File: config.mk
export PLATFORM = sky130hd
export DESIGN_NAME = ppi_handshake_core
export DESIGN_NICKNAME = d
export VERILOG_FILES = /design/src/rtl/ppi_pkg.sv /design/src/rtl/ppi_port_channel.sv /design/src/rtl/ppi_handshake_core.sv
export SDC_FILE = /design/constraint.sdc
export NUM_CORES = 1
export LEC_CHECK = 0
export CORE_MARGIN = 8
export CORE_UTILIZATION = 55
export CTS_CLUSTER_DIAMETER = 150
export DETAILED_ROUTE_END_ITERATION = 10
export GPL_ROUTABILITY_DRIVEN = 0
export GPL_TIMING_DRIVEN = 0
export PLACE_DENSITY = 0.8
export SETUP_SLACK_MARGIN = 0.5
export SKIP_CTS_REPAIR_TIMING = 1
export SYNTH_ARGS = -nofsm -noshare
export SYNTH_HDL_FRONTEND = slang
export SYNTH_SLANG_ARGS = --single-unit
export TNS_END_PERCENT = 10
File: constraint.sdc
create_clock -name clk -period 4 [get_ports clk]
set_input_delay 1.2 -clock clk [delete_from_list [all_inputs] [get_ports clk]]
set_output_delay 1.2 -clock clk [all_outputs]
set_load 0.01 [all_outputs]
File: src/rtl/ppi_pkg.sv
// Shared encodings for the PPI handshake core: port modes, channel states,
// control-word bit positions and register address offsets.
package ppi_pkg;

    // Port operating modes; bit 0 set means the port drives its pins.
    typedef enum logic [1:0] {
        MODE_BASIC_IN    = 2'b00,
        MODE_BASIC_OUT   = 2'b01,
        MODE_STROBED_IN  = 2'b10,
        MODE_STROBED_OUT = 2'b11
    } ppi_mode_e;

    // Handshake progress of one port.
    typedef enum logic [2:0] {
        ST_IDLE,       // no buffered data
        ST_IN_FULL,    // strobed input captured, waiting for a read
        ST_OUT_FULL,   // strobed output written, waiting for nACK low
        ST_OUT_ACKED,  // nACK seen low, waiting for it to return high
        ST_OUT_DONE    // peripheral finished, INTR follows INTE
    } chan_state_e;

    // Control-word layout.
    localparam int CW_MODESET_BIT = 7;
    localparam int CW_PORT_MSB    = 5;
    localparam int CW_PORT_LSB    = 4;
    localparam int CW_MODE_MSB    = 1;
    localparam int CW_MODE_LSB    = 0;
    localparam int CW_INTE_BIT    = 0;

    // Control and status registers sit just above the port data registers.
    localparam int CTRL_OFS = 0;
    localparam int STAT_OFS = 1;

    function automatic logic mode_drives(input ppi_mode_e m);
        return (m == MODE_BASIC_OUT) || (m == MODE_STROBED_OUT);
    endfunction

endpackage

File: src/rtl/ppi_port_channel.sv
// One PPI port: mode register, output/input latches, strobe/ack
// synchronisers, handshake state machine, INTE and INTR.
module ppi_port_channel
    import ppi_pkg::*;
#(
    parameter int PORT_W = 8
) (
    input  logic              clk,
    input  logic              reset,
    input  logic              mode_set,
    input  ppi_mode_e         mode_val,
    input  logic              inte_wr,
    input  logic              inte_val,
    input  logic              data_wr,
    input  logic [PORT_W-1:0] data_val,
    input  logic              rd_done,
    input  logic              nstb,
    input  logic              nack,
    input  logic [PORT_W-1:0] pin,
    output ppi_mode_e         mode,
    output logic [PORT_W-1:0] out_latch,
    output logic [PORT_W-1:0] in_latch,
    output logic              ibf,
    output logic              nobf,
    output logic              intr,
    output logic              pen
);

    ppi_mode_e         mode_reg, mode_next;
    chan_state_e       state_reg, state_next;
    logic [PORT_W-1:0] out_latch_reg, out_latch_next;
    logic [PORT_W-1:0] in_latch_reg, in_latch_next;
    logic              inte_reg, inte_next;
    logic              intr_reg, intr_next;

    logic stb_s1_reg, stb_s2_reg, stb_hist_reg, stb_armed_reg;
    logic ack_s1_reg, ack_s2_reg, ack_hist_reg;
    logic stb_fall, ack_fall, ack_rise;

    // Two-flop synchronisers plus one history flop for edge detection.
    // stb_armed_reg only lets a strobe count if the port was already in
    // strobed-input mode, so a strobe straddling reset release is dropped.
    always_ff @(posedge clk or posedge reset) begin
        if (reset) begin
            stb_s1_reg    <= 1'b1;
            stb_s2_reg    <= 1'b1;
            stb_hist_reg  <= 1'b1;
            stb_armed_reg <= 1'b0;
            ack_s1_reg    <= 1'b1;
            ack_s2_reg    <= 1'b1;
            ack_hist_reg  <= 1'b1;
        end else begin
            stb_s1_reg    <= nstb;
            stb_s2_reg    <= stb_s1_reg;
            stb_hist_reg  <= stb_s2_reg;
            stb_armed_reg <= (mode_reg == MODE_STROBED_IN);
            ack_s1_reg    <= nack;
            ack_s2_reg    <= ack_s1_reg;
            ack_hist_reg  <= ack_s2_reg;
        end
    end

    assign stb_fall = stb_armed_reg & stb_hist_reg & ~stb_s2_reg;
    assign ack_fall = ack_hist_reg & ~ack_s2_reg;
    assign ack_rise = ~ack_hist_reg & ack_s2_reg;

    // State, mode, latches and interrupt registers.
    always_ff @(posedge clk or posedge reset) begin
        if (reset) begin
            mode_reg      <= MODE_BASIC_IN;
            state_reg     <= ST_IDLE;
            out_latch_reg <= '0;
            in_latch_reg  <= '0;
            inte_reg      <= 1'b0;
            intr_reg      <= 1'b0;
        end else begin
            mode_reg      <= mode_next;
            state_reg     <= state_next;
            out_latch_reg <= out_latch_next;
            in_latch_reg  <= in_latch_next;
            inte_reg      <= inte_next;
            intr_reg      <= intr_next;
        end
    end

    // Handshake next-state logic; INTR is recomputed from the next state
    // and the current INTE, so an INTE change shows on INTR one cycle later.
    always_comb begin
        mode_next      = mode_reg;
        state_next     = state_reg;
        out_latch_next = out_latch_reg;
        in_latch_next  = in_latch_reg;
        inte_next      = inte_reg;
        intr_next      = 1'b0;
        if (mode_set) begin
            mode_next      = mode_val;
            state_next     = ST_IDLE;
            out_latch_next = '0;
            inte_next      = 1'b0;
        end else begin
            if (inte_wr) begin
                inte_next = inte_val;
            end
            if (data_wr) begin
                out_latch_next = data_val;
            end
            case (mode_reg)
                MODE_STROBED_IN: begin
                    // A read completing on the same edge as a strobe frees
                    // the buffer first, so the strobe captures new data.
                    if (rd_done) begin
                        state_next = ST_IDLE;
                    end
                    if (stb_fall && (state_next == ST_IDLE)) begin
                        in_latch_next = pin;
                        state_next    = ST_IN_FULL;
                    end
                    intr_next = inte_reg & (state_next == ST_IN_FULL) & stb_s2_reg;
                end
                MODE_STROBED_OUT: begin
                    // A CPU write beats an ack falling on the same edge.
                    if (data_wr) begin
                        state_next = ST_OUT_FULL;
                    end else if ((state_reg == ST_OUT_FULL) && ack_fall) begin
                        state_next = ST_OUT_ACKED;
                    end else if ((state_reg == ST_OUT_ACKED) && ack_rise) begin
                        state_next = ST_OUT_DONE;
                    end
                    intr_next = inte_reg & (state_next == ST_OUT_DONE);
                end
                default: begin
                    state_next = ST_IDLE;
                end
            endcase
        end
    end

    assign mode      = mode_reg;
    assign out_latch = out_latch_reg;
    assign in_latch  = in_latch_reg;
    assign ibf       = (state_reg == ST_IN_FULL);
    assign nobf      = (state_reg != ST_OUT_FULL);
    assign intr      = intr_reg;
    assign pen       = mode_drives(mode_reg);

endmodule

File: src/rtl/ppi_handshake_core.sv
// Programmable parallel interface: CPU bus decode, NUM_PORTS handshake
// channels and the combinational read-back multiplexer.
module ppi_handshake_core
    import ppi_pkg::*;
#(
    parameter  int NUM_PORTS = 2,
    parameter  int PORT_W    = 8,
    localparam int AW        = $clog2(NUM_PORTS + 2)
) (
    input  logic                        clk,
    input  logic                        reset,
    input  logic                        nCS,
    input  logic                        nRD,
    input  logic                        nWR,
    input  logic [AW-1:0]               A,
    input  logic [7:0]                  Din,
    output logic [7:0]                  Dout,
    output logic                        DEn,
    input  logic [NUM_PORTS*PORT_W-1:0] Pin,
    output logic [NUM_PORTS*PORT_W-1:0] Pout,
    output logic [NUM_PORTS-1:0]        PEn,
    input  logic [NUM_PORTS-1:0]        nSTB,
    input  logic [NUM_PORTS-1:0]        nACK,
    output logic [NUM_PORTS-1:0]        IBF,
    output logic [NUM_PORTS-1:0]        nOBF,
    output logic [NUM_PORTS-1:0]        INTR
);

    localparam logic [AW-1:0] CTRL_ADDR = AW'(NUM_PORTS + CTRL_OFS);
    localparam logic [AW-1:0] STAT_ADDR = AW'(NUM_PORTS + STAT_OFS);

    logic          nwr_prev_reg, nrd_prev_reg;
    logic [AW-1:0] addr_reg;
    logic [7:0]    din_reg;
    logic          wr_commit, rd_commit, ctrl_wr;
    logic [1:0]    ctrl_port;

    ppi_mode_e         port_mode [NUM_PORTS];
    logic [PORT_W-1:0] out_latch [NUM_PORTS];
    logic [PORT_W-1:0] in_latch  [NUM_PORTS];

    // Bus sampling: a write or read completes on the rising edge of
    // nWR/nRD and uses the address and data from the cycle before.
    always_ff @(posedge clk or posedge reset) begin
        if (reset) begin
            nwr_prev_reg <= 1'b1;
            nrd_prev_reg <= 1'b1;
            addr_reg     <= '0;
            din_reg      <= '0;
        end else begin
            nwr_prev_reg <= nWR;
            nrd_prev_reg <= nRD;
            addr_reg     <= A;
            din_reg      <= Din;
        end
    end

    assign wr_commit = ~nwr_prev_reg & nWR & ~nCS;
    assign rd_commit = ~nrd_prev_reg & nRD & ~nCS;
    assign ctrl_wr   = wr_commit & (addr_reg == CTRL_ADDR);
    assign ctrl_port = din_reg[CW_PORT_MSB:CW_PORT_LSB];

    // Control words naming a port index with no channel match nothing here.
    for (genvar gi = 0; gi < NUM_PORTS; gi++) begin : g_port
        logic sel_ctrl, mode_set, inte_wr, data_wr, rd_done;

        assign sel_ctrl = ctrl_wr & (ctrl_port == 2'(gi));
        assign mode_set = sel_ctrl & din_reg[CW_MODESET_BIT];
        assign inte_wr  = sel_ctrl & ~din_reg[CW_MODESET_BIT];
        assign data_wr  = wr_commit & (addr_reg == AW'(gi));
        assign rd_done  = rd_commit & (addr_reg == AW'(gi));

        ppi_port_channel #(
            .PORT_W(PORT_W)
        ) u_channel (
            .clk       (clk),
            .reset     (reset),
            .mode_set  (mode_set),
            .mode_val  (ppi_mode_e'(din_reg[CW_MODE_MSB:CW_MODE_LSB])),
            .inte_wr   (inte_wr),
            .inte_val  (din_reg[CW_INTE_BIT]),
            .data_wr   (data_wr),
            .data_val  (din_reg[PORT_W-1:0]),
            .rd_done   (rd_done),
            .nstb      (nSTB[gi]),
            .nack      (nACK[gi]),
            .pin       (Pin[gi*PORT_W +: PORT_W]),
            .mode      (port_mode[gi]),
            .out_latch (out_latch[gi]),
            .in_latch  (in_latch[gi]),
            .ibf       (IBF[gi]),
            .nobf      (nOBF[gi]),
            .intr      (INTR[gi]),
            .pen       (PEn[gi])
        );

        assign Pout[gi*PORT_W +: PORT_W] = out_latch[gi];
    end

    assign DEn = ~nCS & ~nRD;

    // Read-back mux on the live address; unused addresses and bits read 0.
    always_comb begin
        Dout = '0;
        for (int k = 0; k < NUM_PORTS; k++) begin
            if (A == AW'(k)) begin
                case (port_mode[k])
                    MODE_BASIC_IN:   Dout = 8'(Pin[k*PORT_W +: PORT_W]);
                    MODE_STROBED_IN: Dout = 8'(in_latch[k]);
                    default:         Dout = 8'(out_latch[k]);
                endcase
            end
        end
        if (A == CTRL_ADDR) begin
            Dout = {6'b0, port_mode[0]};
        end
        if (A == STAT_ADDR) begin
            for (int k = 0; k < NUM_PORTS; k++) begin
                Dout[2*k]   = IBF[k] | ~nOBF[k];
                Dout[2*k+1] = INTR[k];
            end
        end
    end

endmodule

; ---- Word-level counts from Yosys, hierarchy flattened
; Cells that the tools add are included.
[op_classes]
bitwise_logic = 47
eq_ne = 24
n_reduce_logical = 21
muxes = 44
[op_table]
columns = op, n
row1 = two-way mux 3 bit, 24
row2 = two-way mux 8 bit, 7
row3 = case mux 8 bit (2 select lines), 2
row4 = AND 1 bit, 30
row5 = inverter 1 bit, 15
row6 = == test 2 bit (second input constant), 7
row7 = == test 3 x 1 -> 1 bit (second input constant), 4
row8 = == test 3 x 2 -> 1 bit (second input constant), 4
row9 = case mux 3 bit (2 select lines), 2
row10 = == test 2 x 1 -> 1 bit (second input constant), 5
row11 = logical NOT 2 bit, 5
row12 = nonzero test 2 bit, 4
row13 = == test 3 bit (second input constant), 2
row14 = logical AND 1 bit, 6
row15 = logical NOT 3 bit, 2
row16 = two-way mux 1 bit, 6
row17 = inequality test 3 x 2 -> 1 bit (second input constant), 2
row18 = AND reduction 3 bit, 2
row19 = two-way mux 4 bit, 1
row20 = case mux 1 bit (2 select lines), 2
row21 = logical OR 1 bit, 2
row22 = bitwise OR 1 bit, 2
[word_totals]
wordCells = 166
inputBits = 35
ff_bits = 72
out_inout_bits = 33

; ---- Longest topological paths before layout
; Gate-level depths: netlist of run 1.
[logic_depth]
depth_word = 17
mapped_depth = 6
depth_no_buf = 5

; ---- Hierarchy
; From an unflattened synthesis of run 1, not the netlist that was laid out.
[hier_totals]
cells_unflattened = 292
area_unflattened_um2 = 3419.5
[by_module_without_submodules]
columns = mod, area_each_um2, seq_area_each_um2, cells_each, n_inst
row1 = ppi_port_channel, 1263.7, 758.2, 98, 2
row2 = ppi_handshake_core, 892.1, 302.8, 96, 1

; ---- Worst setup path before layout of run 1
; OpenSTA, ideal clock, no wires.
[synth_timing]
kind = input port to output port
from = in A[1]
to = out Dout[0]
n_path_buf = 2
t_required_ps = 2800
stages = 4
arrival_ps = 1987
slack_ps = 813
path_cell_list = clkbuf_2 clkbuf_1 o21ai_0 a21oi_1
[synth_via]
elab_chain_cells = 5
word_cells_on_any_way = 8
classes_between = 3 x eq/ne / 4 x mux / 1 x reduce/logical
[synth_lines]
columns = element, line_no
row1 = start: declaration, ppi_handshake_core.sv:15  ; input logic [AW-1:0] A,
row2 = logical NOT 2 bit, ppi_handshake_core.sv:106  ; if (A == AW'(k)) begin
row3 = two-way mux 8 bit (2 in series), ppi_handshake_core.sv:106
row4 = two-way mux 8 bit, ppi_handshake_core.sv:114  ; if (A == CTRL_ADDR) begin
row5 = two-way mux 4 bit *, ppi_handshake_core.sv:117  ; if (A == STAT_ADDR) begin
row6 = end: declaration, ppi_handshake_core.sv:17  ; output logic [7:0] Dout,
; Mark *: on every way between the ends. The rest lies on a longest branch, timed or not.

; ---- Worst setup path after layout of run 1
[layout_timing]
from = in Pin[12]
to = out Dout[4]
[layout_via]
elab_chain_cells = 3
[layout_lines]
columns = element, line_no
row1 = start: declaration, ppi_handshake_core.sv:19  ; input logic [NUM_PORTS*PORT_W-1:0] Pin,
row2 = case mux 8 bit (2 select lines), ppi_handshake_core.sv:107  ; case (port_mode[k])
row3 = two-way mux 8 bit, ppi_handshake_core.sv:106
row4 = two-way mux 8 bit, ppi_handshake_core.sv:114
; Every way passes these cells.

==> metrics.txt, run 1 <==
largest family of logic cells by synthesized area multiplexers; via count 2589; post-synth top area cell dfrtp_1; commonest cells in the netlist dfrtp_1 (58), nand2_1 (41), mux2i_1 (31), nor2_1 (27), o21ai_0 (23); cell row count 28; initial antenna violation count 0; Hold WS 0.357 ns; Worst slew margin 42.8%; drt first pass iters 4; max cap viols 0; GR Layer Usage met2 31.4%; Slew @ Worst Pin 0.857 ns; top-count cell post-synth dfrtp_1; antenna viol nets, final 0; final hold violation count 0; clk_lat worst skew 0.35 ns; CTS sink cnt 72; Flop pwr share 45.0%; Syn Std Cell Area 3420 sq um; Hold WC Path Type reg -> reg; num ports 68; critical-path maximum fanout 2; cell count after placement 454; CTS tree done; largest net degree at the start of global routing 73; fmax 276 MHz; number of global-route vias before repair 2651; first-pass GRT wire length 13.3 mm; setup ws final 0.377 ns; Total Power 1.89 mW; DP HPWL 6.03 mm; number of enable flip-flop cells after synthesis 0; crit path launch type input port; pwr dens 424 nW/um^2; Overflow after GRT 0; Post-Route Utilization 75.0%; Netlist cell types 39; DP Worst Slack -0.469 ns; P&R area growth vs syn 30.6%; GR Layer Usage met3 6.83%; Initial Utilization 57.5%; top post-synthesis cells by area dfrtp_1 (42%), dfstp_2 (11%), mux2i_1 (9.1%), mux2_2 (4.6%), nand2_1 (4.5%); syn avg cell area 11.0 sq um; sequential-to-total area share from yosys stat 53.1%; Switching Share 25.2%; clock transition at the registers of the reported paths 0.07 ns; register bit count reported by yosys 72; die span in x 94.9 um; GRT Util Overall 19.2%; Die H 94.9 um; post-synth top area share 42.4%; busiest grt layer met2; Worst EP required 2.80 ns; Crit. End Element output pin; DRC errors left 0; Mapped Cells 312; Post-Layout Cell Count 470; Die ar. 9010 sq um; ys flop type dfrtp_1; H-tree depth 3; combinational power share 17.0%; Num CTS Buffers 9; unrepaired setup endpoints after global routing true; post-synthesis net count 347; Peak VDD IR 0.305 mV; layout net count 425; Net Switching 0.477 mW; fin crit period 3.62 ns; clk buf depth 2; M1 GR Usage 23.6%; power share of the clock group 38.0%; Final Cycle Share 90.6%; max-slew violations 0; P_int 1.42 mW; IO Port Bufs 67; WS Path Type in -> out; wire per inst 17.8 um; core footprint 5960 sq um; compound-gate portion of the synthesized area 9.10%; CP Data Arrival Time 2.42 ns; Antenna Cells 0; share of cells above drive strength 1 20.3%; Post-synth ARST share 100%; clk root buf clkbuf_8; synth warn 0; Worst Skew 0.0117 ns; drt via density 5.51; Pleak 2.03 nW; initial DRC count 122; status finished clean; Synth Area in Adders 0%; Synth Area in XOR/XNOR 0%; mux contribution to synthesized area 17.2%; final WL 8.39 mm; # setup viols final 0; Synth Area in Simple Gates 16.1%
==> cell usage in the layout, fill, tap and decap left out, types with 3 or more instances in the layout <==
cell type         n
o31ai_1           5
mux2_2           13
dlymetal6s2s_1    9
clkbuf_1          9
dfrtp_1          58
a21oi_1          11
o21ai_1          10
mux2_4            9
inv_1             3
nand2b_1          7
nand3b_1          4
clkbuf_8         11
buf_6             3
mux2i_1          31
nor2_1           27
nand2_1          41
buf_2             6
nor3b_1           5
nor2b_1           6
clkdlybuf4s50_1  52
dfstp_2          14
bufinv_16         3
buf_4             9
o21ai_0          13
nand3_1           5
==> metrics by stage <==
step / cell area, sq um / setup TNS [ns]
2_1_floorplan: 3420 / 0
3_3_place_gp: 4190 / -12.66
3_5_place_dp: 4190 / -2.06
4_1_cts: 4440 / -2.15
5_1_grt: 4470 / 0
6_report: 4470 / 0
==> per-layer routing <==
metal	part of all wire, %	vias up
met4	1.3	0
li1	-	1228
met1	43	1276
met3	6.7	12
met2	49	73
met5	0	-
==> worst paths after layout <==
path	start	end	slack, ns	depth (start not counted)
setup / recovery	Pin[12]	Dout[4]	0.38	6
hold / removal	g_port[1].u_channel.stb_s1_reg$_DFF_PP1_	g_port[1].u_channel.stb_s2_reg$_DFF_PP1_	0.36	0
setup reg to reg	nwr_prev_reg$_DFF_PP1_	g_port[1].u_channel.in_latch[6]$_DFFE_PP0P_	1.96	6
hold reg to reg	g_port[1].u_channel.stb_s1_reg$_DFF_PP1_	g_port[1].u_channel.stb_s2_reg$_DFF_PP1_	0.36	0
max in group asynchronous	reset	g_port[0].u_channel.out_latch[0]$_DFFE_PP0P_	2.05	2
min in group asynchronous	reset	g_port[1].u_channel.state_reg[0]$_DFF_PP0_	1.37	2
==> power by group through the flow <==
stage | logic, mW | clock network, mW | registers [mW]
after detailed placement | 0.323 | 0 | 0.864
after global routing | 0.351 | 0.755 | 0.860
after global placement | 0.315 | 0 | 0.862
after floorplan | 0.136 | 0 | 0.867
final | 0.323 | 0.719 | 0.853
after CTS | 0.325 | 0.725 | 0.852
==> critical path: stages <==
cell and delay, ns:
clkdlybuf4s50_1 0.48, mux2i_1 0.08, o21ai_1 0.23, mux2i_1 0.11, nor2_1 0.16, clkbuf_2 0.16
==> layout make-up <==
| type | instances | area [sq um] |
|---|---|---|
| Sequential cell | 72 | 1820 |
| Clock inverter | 5 | 103 |
| Tap cell | 75 | 93.8 |
| Multi-Input combinational cell | 211 | 1460 |
| Timing Repair Buffer | 67 | 663 |
| Buffer | 25 | 164 |
| Inverter | 4 | 17.5 |
| Fill cell | 429 | 1490 |
| Clock buffer | 11 | 151 |
==> kinds of logic (layout without fill, tap and decap cells) <==
kind of cell    after synthesis  count (layout)
buf+inv                      29             112
mux                          53              53
simple gates                106             106
flops                        72              72
compound gates               52              52
Note: power is estimated with default switching activity, not from simulation.
==> inputs of run 2 (changes only) <==
==> constraint.sdc (replaced) <==
create_clock -name clk -period 4 [get_ports clk]
set_input_delay 1.2 -clock clk [delete_from_list [all_inputs] [get_ports clk]]
set_output_delay 1.2 -clock clk [all_outputs]
set_load 0.1 [all_outputs]
==> run 2 against run 1 <==
Via count is 1.7% higher. Cell area is 2.0% higher. Combinational power is 110% higher. Utilization is 1.5 points higher. Non-clock buffer count is 5 higher. Critical endpoint is now Dout[5]. Clock skew is 0.0069 ns lower. Clock power is 21% lower. Worst hold slack hardly changed. Wire length is 1.2% lower.
==> metrics.txt, run 2 (same netlist as run 1, synthesis figures left out) <==
status finished clean (unchanged); Total Power 2.10 mW (was 1.89 mW); drt via density 5.55 (was 5.51); fin crit period 3.80 ns (was 3.62 ns); commonest non-fill, non-tap cell in the layout dfrtp_1 (unchanged); share of cells above drive strength 1 24.5% (was 20.3%); pwr dens 461 nW/um^2 (was 424 nW/um^2); Antenna Cells 0 (unchanged); Hold WS 0.357 ns (about the same); Hold WC Path Type reg -> reg (unchanged); initial antenna violation count 0 (unchanged); Critical Path Source Pin[13] (was Pin[12]); R2R Setup Slk 1.98 ns (was 1.96 ns); Worst slew margin 33.9% (was 42.8%); CTS tree done (unchanged); IO Port Bufs 67 (unchanged); WS Path Type in -> out (unchanged); critical-path maximum fanout 2 (unchanged); Initial Utilization 57.5% (unchanged); P&R area growth vs syn 33.1% (was 30.6%); Worst EP required 2.80 ns (about the same); layout net count 430 (was 425); CP Data Arrival Time 2.60 ns (was 2.42 ns); CP max stage delay 0.49 ns (was 0.48 ns); max-slew violations 0 (unchanged); via count 2634 (was 2589); Die ar. 9010 sq um (unchanged); DP Worst Slack -1.02 ns (was -0.469 ns); clk buf depth 2 (unchanged); # setup viols final 0 (unchanged); FF-to-FF End g_port[1].u_channel.in_latch[7]$_DFFE_PP0P_ (was g_port[1].u_channel.in_latch[6]$_DFFE_PP0P_); Slew @ Worst Pin 0.989 ns (was 0.857 ns); Final Cycle Share 95.1% (was 90.6%); clk_lat worst skew 0.35 ns (about the same); initial DRC count 92 (was 122); Num CTS Buffers 9 (unchanged); wire per inst 17.4 um (was 17.8 um); cell count after placement 454 (unchanged); setup ws final 0.198 ns (was 0.377 ns); CP Capture Point Dout[5] (was Dout[4]); commonest non-fill, non-tap cells in the layout dfrtp_1 (58), clkdlybuf4s50_1 (55), nand2_1 (41) (was dfrtp_1 (58), clkdlybuf4s50_1 (52), nand2_1 (41)); Die H 94.9 um (unchanged); drt first pass iters 4 (unchanged); num ports 68 (unchanged); CP Cell Sequence clkdlybuf4s50_1, mux2i_1, o21ai_0, mux2i_2, nor2_4, buf_4 (was clkdlybuf4s50_1, mux2i_1, o21ai_1, mux2i_1, nor2_1, clkbuf_2); DRC errors left 0 (unchanged); core footprint 5960 sq um (unchanged); unrepaired setup endpoints after global routing true (unchanged); number of global-route vias before repair 2696 (was 2651); reg-to-reg startpoint nwr_prev_reg$_DFF_PP1_ (unchanged); final design instance area without fill 4560 sq um (was 4470 sq um); clock transition at the registers of the reported paths 0.08 ns (was 0.07 ns); antenna viol nets, final 0 (unchanged); largest net degree at the start of global routing 73 (unchanged); Reg2Reg Depth 6 (unchanged); final hold violation count 0 (unchanged); final WL 8.29 mm (was 8.39 mm); Crit. End Element output pin (unchanged); CTS sink cnt 72 (unchanged); Pleak 2.01 nW (was 2.03 nW); Overflow after GRT 0 (unchanged); Post-Layout Cell Count 475 (was 470); H-tree depth 3 (unchanged); max cap viols 0 (unchanged); slowest CP cell clkdlybuf4s50_1 (unchanged); cell row count 28 (unchanged); fmax 263 MHz (was 276 MHz); first-pass GRT wire length 13.4 mm (was 13.3 mm); die span in x 94.9 um (unchanged); GRT Util Overall 19.4% (was 19.2%); Worst Skew 0.00484 ns (was 0.0117 ns); placed cell areas 4270 sq um (was 4190 sq um); DP HPWL 6.05 mm (was 6.03 mm); clk root buf clkbuf_8 (unchanged); crit path launch type input port (unchanged); Peak VDD IR 0.295 mV (was 0.305 mV)
run 2: area by class of cell:
type                    instances  area (sq um)
plain buffers                  25           169
clock buffers                   9           124
clock inverters                 7          70.1
fillers                       428          1400
inverters                       4          17.5
multi-input cells             211          1530
flip-flops and latches         72          1820
well taps                      75          93.8
repair buffers                 72           729
run 2: worst min-delay path by stage:
stage	startpoint	to	slack (ns)	cells after the start
2_1_floorplan	g_port[0].u_channel.ack_s1_reg$_DFF_PP1_	g_port[0].u_channel.ack_s2_reg$_DFF_PP1_	0.35	0
3_3_place_gp	g_port[0].u_channel.stb_s1_reg$_DFF_PP1_	g_port[0].u_channel.stb_s2_reg$_DFF_PP1_	0.35	0
3_5_place_dp	g_port[0].u_channel.stb_s1_reg$_DFF_PP1_	g_port[0].u_channel.stb_s2_reg$_DFF_PP1_	0.35	0
4_1_cts	g_port[0].u_channel.stb_s1_reg$_DFF_PP1_	g_port[0].u_channel.stb_s2_reg$_DFF_PP1_	0.36	0
5_1_grt	g_port[1].u_channel.stb_s1_reg$_DFF_PP1_	g_port[1].u_channel.stb_s2_reg$_DFF_PP1_	0.37	0
6_report	g_port[0].u_channel.stb_s1_reg$_DFF_PP1_	g_port[0].u_channel.stb_s2_reg$_DFF_PP1_	0.36	0
run 2: critical path, delay by kind of cell:
kind                   cells  cell delay (ns)
multiplexers               2             0.22
AND/OR/NAND/NOR            1             0.09
buffers and inverters      2             0.78
AO/OA/AOI/OAI              1             0.30
run 2: per-layer routing:
metal	routed length, um	up-vias	GRT usage [%]
li1	-	1239	-
met2	4130	79	31.4
met3	448	17	5.16
met5	0	-	0
met1	3530	1299	23.9
met4	182	0	8.58
run 2: power by group:
part | internal, mW | switching [mW]
Sequential | 0.797 | 0.0548
Clock | 0.288 | 0.282
Combinational | 0.189 | 0.492
Total | 1.27 | 0.829
run 2: metrics by stage:
step	util [%]	TNS (ns)
global route	76.5	0
global placement	71.6	-20.61
detailed placement	71.6	-6.62
floorplan	-	0
finish	76.5	0
CTS	74.9	-6.65
==> inputs of run 3 (changes only) <==
--- a/config.mk
+++ b/config.mk
@@ -5,7 +5,7 @@
 export SDC_FILE = /design/constraint.sdc
 export NUM_CORES = 1
 export LEC_CHECK = 0
-export CORE_MARGIN = 8
+export CORE_MARGIN = 3
 export CORE_UTILIZATION = 55
 export CTS_CLUSTER_DIAMETER = 150
 export DETAILED_ROUTE_END_ITERATION = 10
==> run 3 against run 2 <==
Die area down 20%. Sequential power hardly changed. Global-route usage increased by 5.0 points. Sequential share of layout area decreased by 0.26 points. First-iteration DRC count increased by 4.3%. Via count shrank 1.1%. Combinational power shrank 0.7%. Utilization grew 0.054 points. Worst hold slack barely moved. Clock skew grew 0.0019 ns.
==> metrics.txt, run 3 (same netlist as run 1, synthesis figures left out) <==
Worst slew margin 34.2% (was 33.9%); Pleak 2.02 nW (was 2.01 nW); DRC errors left 0 (unchanged); die span in x 84.9 um (was 94.9 um); IO Port Bufs 67 (unchanged); FF-to-FF End g_port[1].u_channel.in_latch[3]$_DFFE_PP0P_ (was g_port[1].u_channel.in_latch[7]$_DFFE_PP0P_); CP Cell Sequence clkdlybuf4s50_1, mux2i_1, o21ai_0, mux2i_1, nor2_4, clkbuf_4 (was clkdlybuf4s50_1, mux2i_1, o21ai_0, mux2i_2, nor2_4, buf_4); Post-Layout Cell Count 471 (was 475); Multi-input gate area 1530 sq um (about the same); fin crit period 3.81 ns (was 3.80 ns); share of cells above drive strength 1 23.2% (was 24.5%); P_int 1.43 mW (was 1.27 mW); clk buf depth 2 (unchanged); final WL 8.12 mm (was 8.29 mm); Num CTS Buffers 9 (unchanged); H-tree depth 3 (unchanged); num ports 68 (unchanged); Reg2Reg Depth 6 (unchanged); commonest non-fill, non-tap cells in the layout dfrtp_1 (58), clkdlybuf4s50_1 (55), nand2_1 (41) (unchanged); Crit. End Element output pin (unchanged); pwr dens 491 nW/um^2 (was 461 nW/um^2); layout net count 426 (was 430); CP max stage delay 0.48 ns (was 0.49 ns); Hold WC Path Type reg -> reg (unchanged); hold_sp g_port[1].u_channel.ack_s1_reg$_DFF_PP1_ (was g_port[0].u_channel.stb_s1_reg$_DFF_PP1_); Die ar. 7210 sq um (was 9010 sq um); final hold violation count 0 (unchanged); Die H 84.9 um (was 94.9 um); Hold EP g_port[1].u_channel.ack_s2_reg$_DFF_PP1_ (was g_port[0].u_channel.stb_s2_reg$_DFF_PP1_); Overflow after GRT 0 (unchanged); crit path launch type input port (unchanged); max cap viols 0 (unchanged); Post-Route Utilization 76.6% (was 76.5%); Worst Skew 0.00679 ns (was 0.00484 ns); initial antenna violation count 0 (unchanged); Total Power 2.25 mW (was 2.10 mW); Switching Share 36.4% (was 39.4%); CTS tree done (unchanged); reg-to-reg startpoint nwr_prev_reg$_DFF_PP1_ (unchanged); P&R area growth vs syn 34.0% (was 33.1%); antenna viol nets, final 0 (unchanged); cell row count 28 (unchanged); Slew @ Worst Pin 0.983 ns (was 0.989 ns); Initial Utilization 57.1% (was 57.5%); FILL cells 398 (was 428); number of global-route vias before repair 2711 (was 2696); Antenna Cells 0 (unchanged); CP Data Arrival Time 2.61 ns (was 2.60 ns); Peak VDD IR 0.350 mV (was 0.295 mV); critical-path maximum fanout 2 (unchanged); core footprint 5990 sq um (was 5960 sq um); unrepaired setup endpoints after global routing true (unchanged); fmax 262 MHz (was 263 MHz); cell count after placement 454 (unchanged); Hold Path Depth 0 (unchanged); clk_lat worst skew 0.35 ns (about the same); clock transition at the registers of the reported paths 0.07 ns (was 0.08 ns); CTS sink cnt 72 (unchanged); largest net degree at the start of global routing 73 (unchanged); drt via density 5.53 (was 5.55); power share of the clock group 32.1% (was 27.1%); GRT Util Overall 24.5% (was 19.4%); Worst EP required 2.80 ns (about the same); DP HPWL 5.73 mm (was 6.05 mm); slowest CP cell clkdlybuf4s50_1 (unchanged); R2R Setup Slk 1.98 ns (about the same); first-pass GRT wire length 13.4 mm (about the same); initial DRC count 96 (was 92); via count 2606 (was 2634); combinational power share 30.0% (was 32.4%); Setup TNS Final 0 ns (unchanged); Crit path top cell by count mux2i_1; Flop pwr share 37.9% (was 40.5%); WS Path Type in -> out (unchanged); Hold WS 0.357 ns (about the same); status finished clean (unchanged); commonest non-fill, non-tap cell in the layout dfrtp_1 (unchanged); sequential cell area 1820 sq um (unchanged); Final Cycle Share 95.2% (was 95.1%); Net Switching 0.820 mW (was 0.829 mW); drt first pass iters 4 (unchanged); # setup viols final 0 (unchanged); max-slew violations 0 (unchanged); wire per inst 17.2 um (was 17.4 um); clk root buf clkbuf_8 (unchanged)
==> run 3: cell count changes in the layout (fill, tap and decap cells not counted), moves of 2 or more <==
cell / delta
clkinv_2: -2
bufinv_16: +2
clkbuf_8: +2
buf_4: -6
==> run 3: worst max-delay path by stage <==
stage	slack, ns	from	endpoint	cells past startpoint
after floorplan	0.35	A[1]	Dout[0]	4
after global placement	-1.01	A[1]	Dout[0]	7
after detailed placement	-1.01	A[1]	Dout[0]	6
after CTS	-1.01	A[1]	Dout[0]	7
after global routing	0.17	Pin[9]	Dout[1]	6
final	0.19	Pin[14]	Dout[6]	6
==> run 3: power by group through the flow <==
stage / Sequential (mW) / Combinational [mW] / Clock (mW)
6_report: 0.852 / 0.676 / 0.723
5_1_grt: 0.860 / 0.705 / 0.766
4_1_cts: 0.852 / 0.667 / 0.729
3_5_place_dp: 0.864 / 0.666 / 0
3_3_place_gp: 0.862 / 0.658 / 0
2_1_floorplan: 1.13 / 0.222 / 0
==> run 3: critical path, delay by kind of cell <==
| kind | cells | cell delay (ns) |
|---|---|---|
| buf+inv | 2 | 0.81 |
| simple gates | 1 | 0.10 |
| mux | 2 | 0.24 |
| compound gates | 1 | 0.26 |
==> run 3: metrics by stage <==
step / cell area, sq um / worst slack (ns)
global route: 4590 / 0.172
global placement: 4260 / -1.01
CTS: 4520 / -1.01
detailed placement: 4270 / -1.01
floorplan: 3500 / 0.349
finish: 4590 / 0.190
==> run 3: routing by layer <==
| layer | vias to the layer above | GRT usage [%] | part of all wire, % |
|---|---|---|---|
| li1 | 1239 | - | - |
| met1 | 1268 | 30.9 | 43 |
| met2 | 81 | 40.4 | 50 |
| met3 | 18 | 5.53 | 5.0 |
| met4 | 0 | 10.9 | 2.7 |
| met5 | - | 0 | 0 |
==> run 3: final cells by class <==
| class | instances | area share (%) |
|---|---|---|
| multi-input cells | 211 | 33.3 |
| inverters | 4 | 0.382 |
| flip-flops and latches | 72 | 39.7 |
| well taps | 75 | 2.05 |
| clock inverters | 5 | 2.24 |
| plain buffers | 25 | 3.68 |
| repair buffers | 68 | 15.4 |
| clock buffers | 11 | 3.30 |
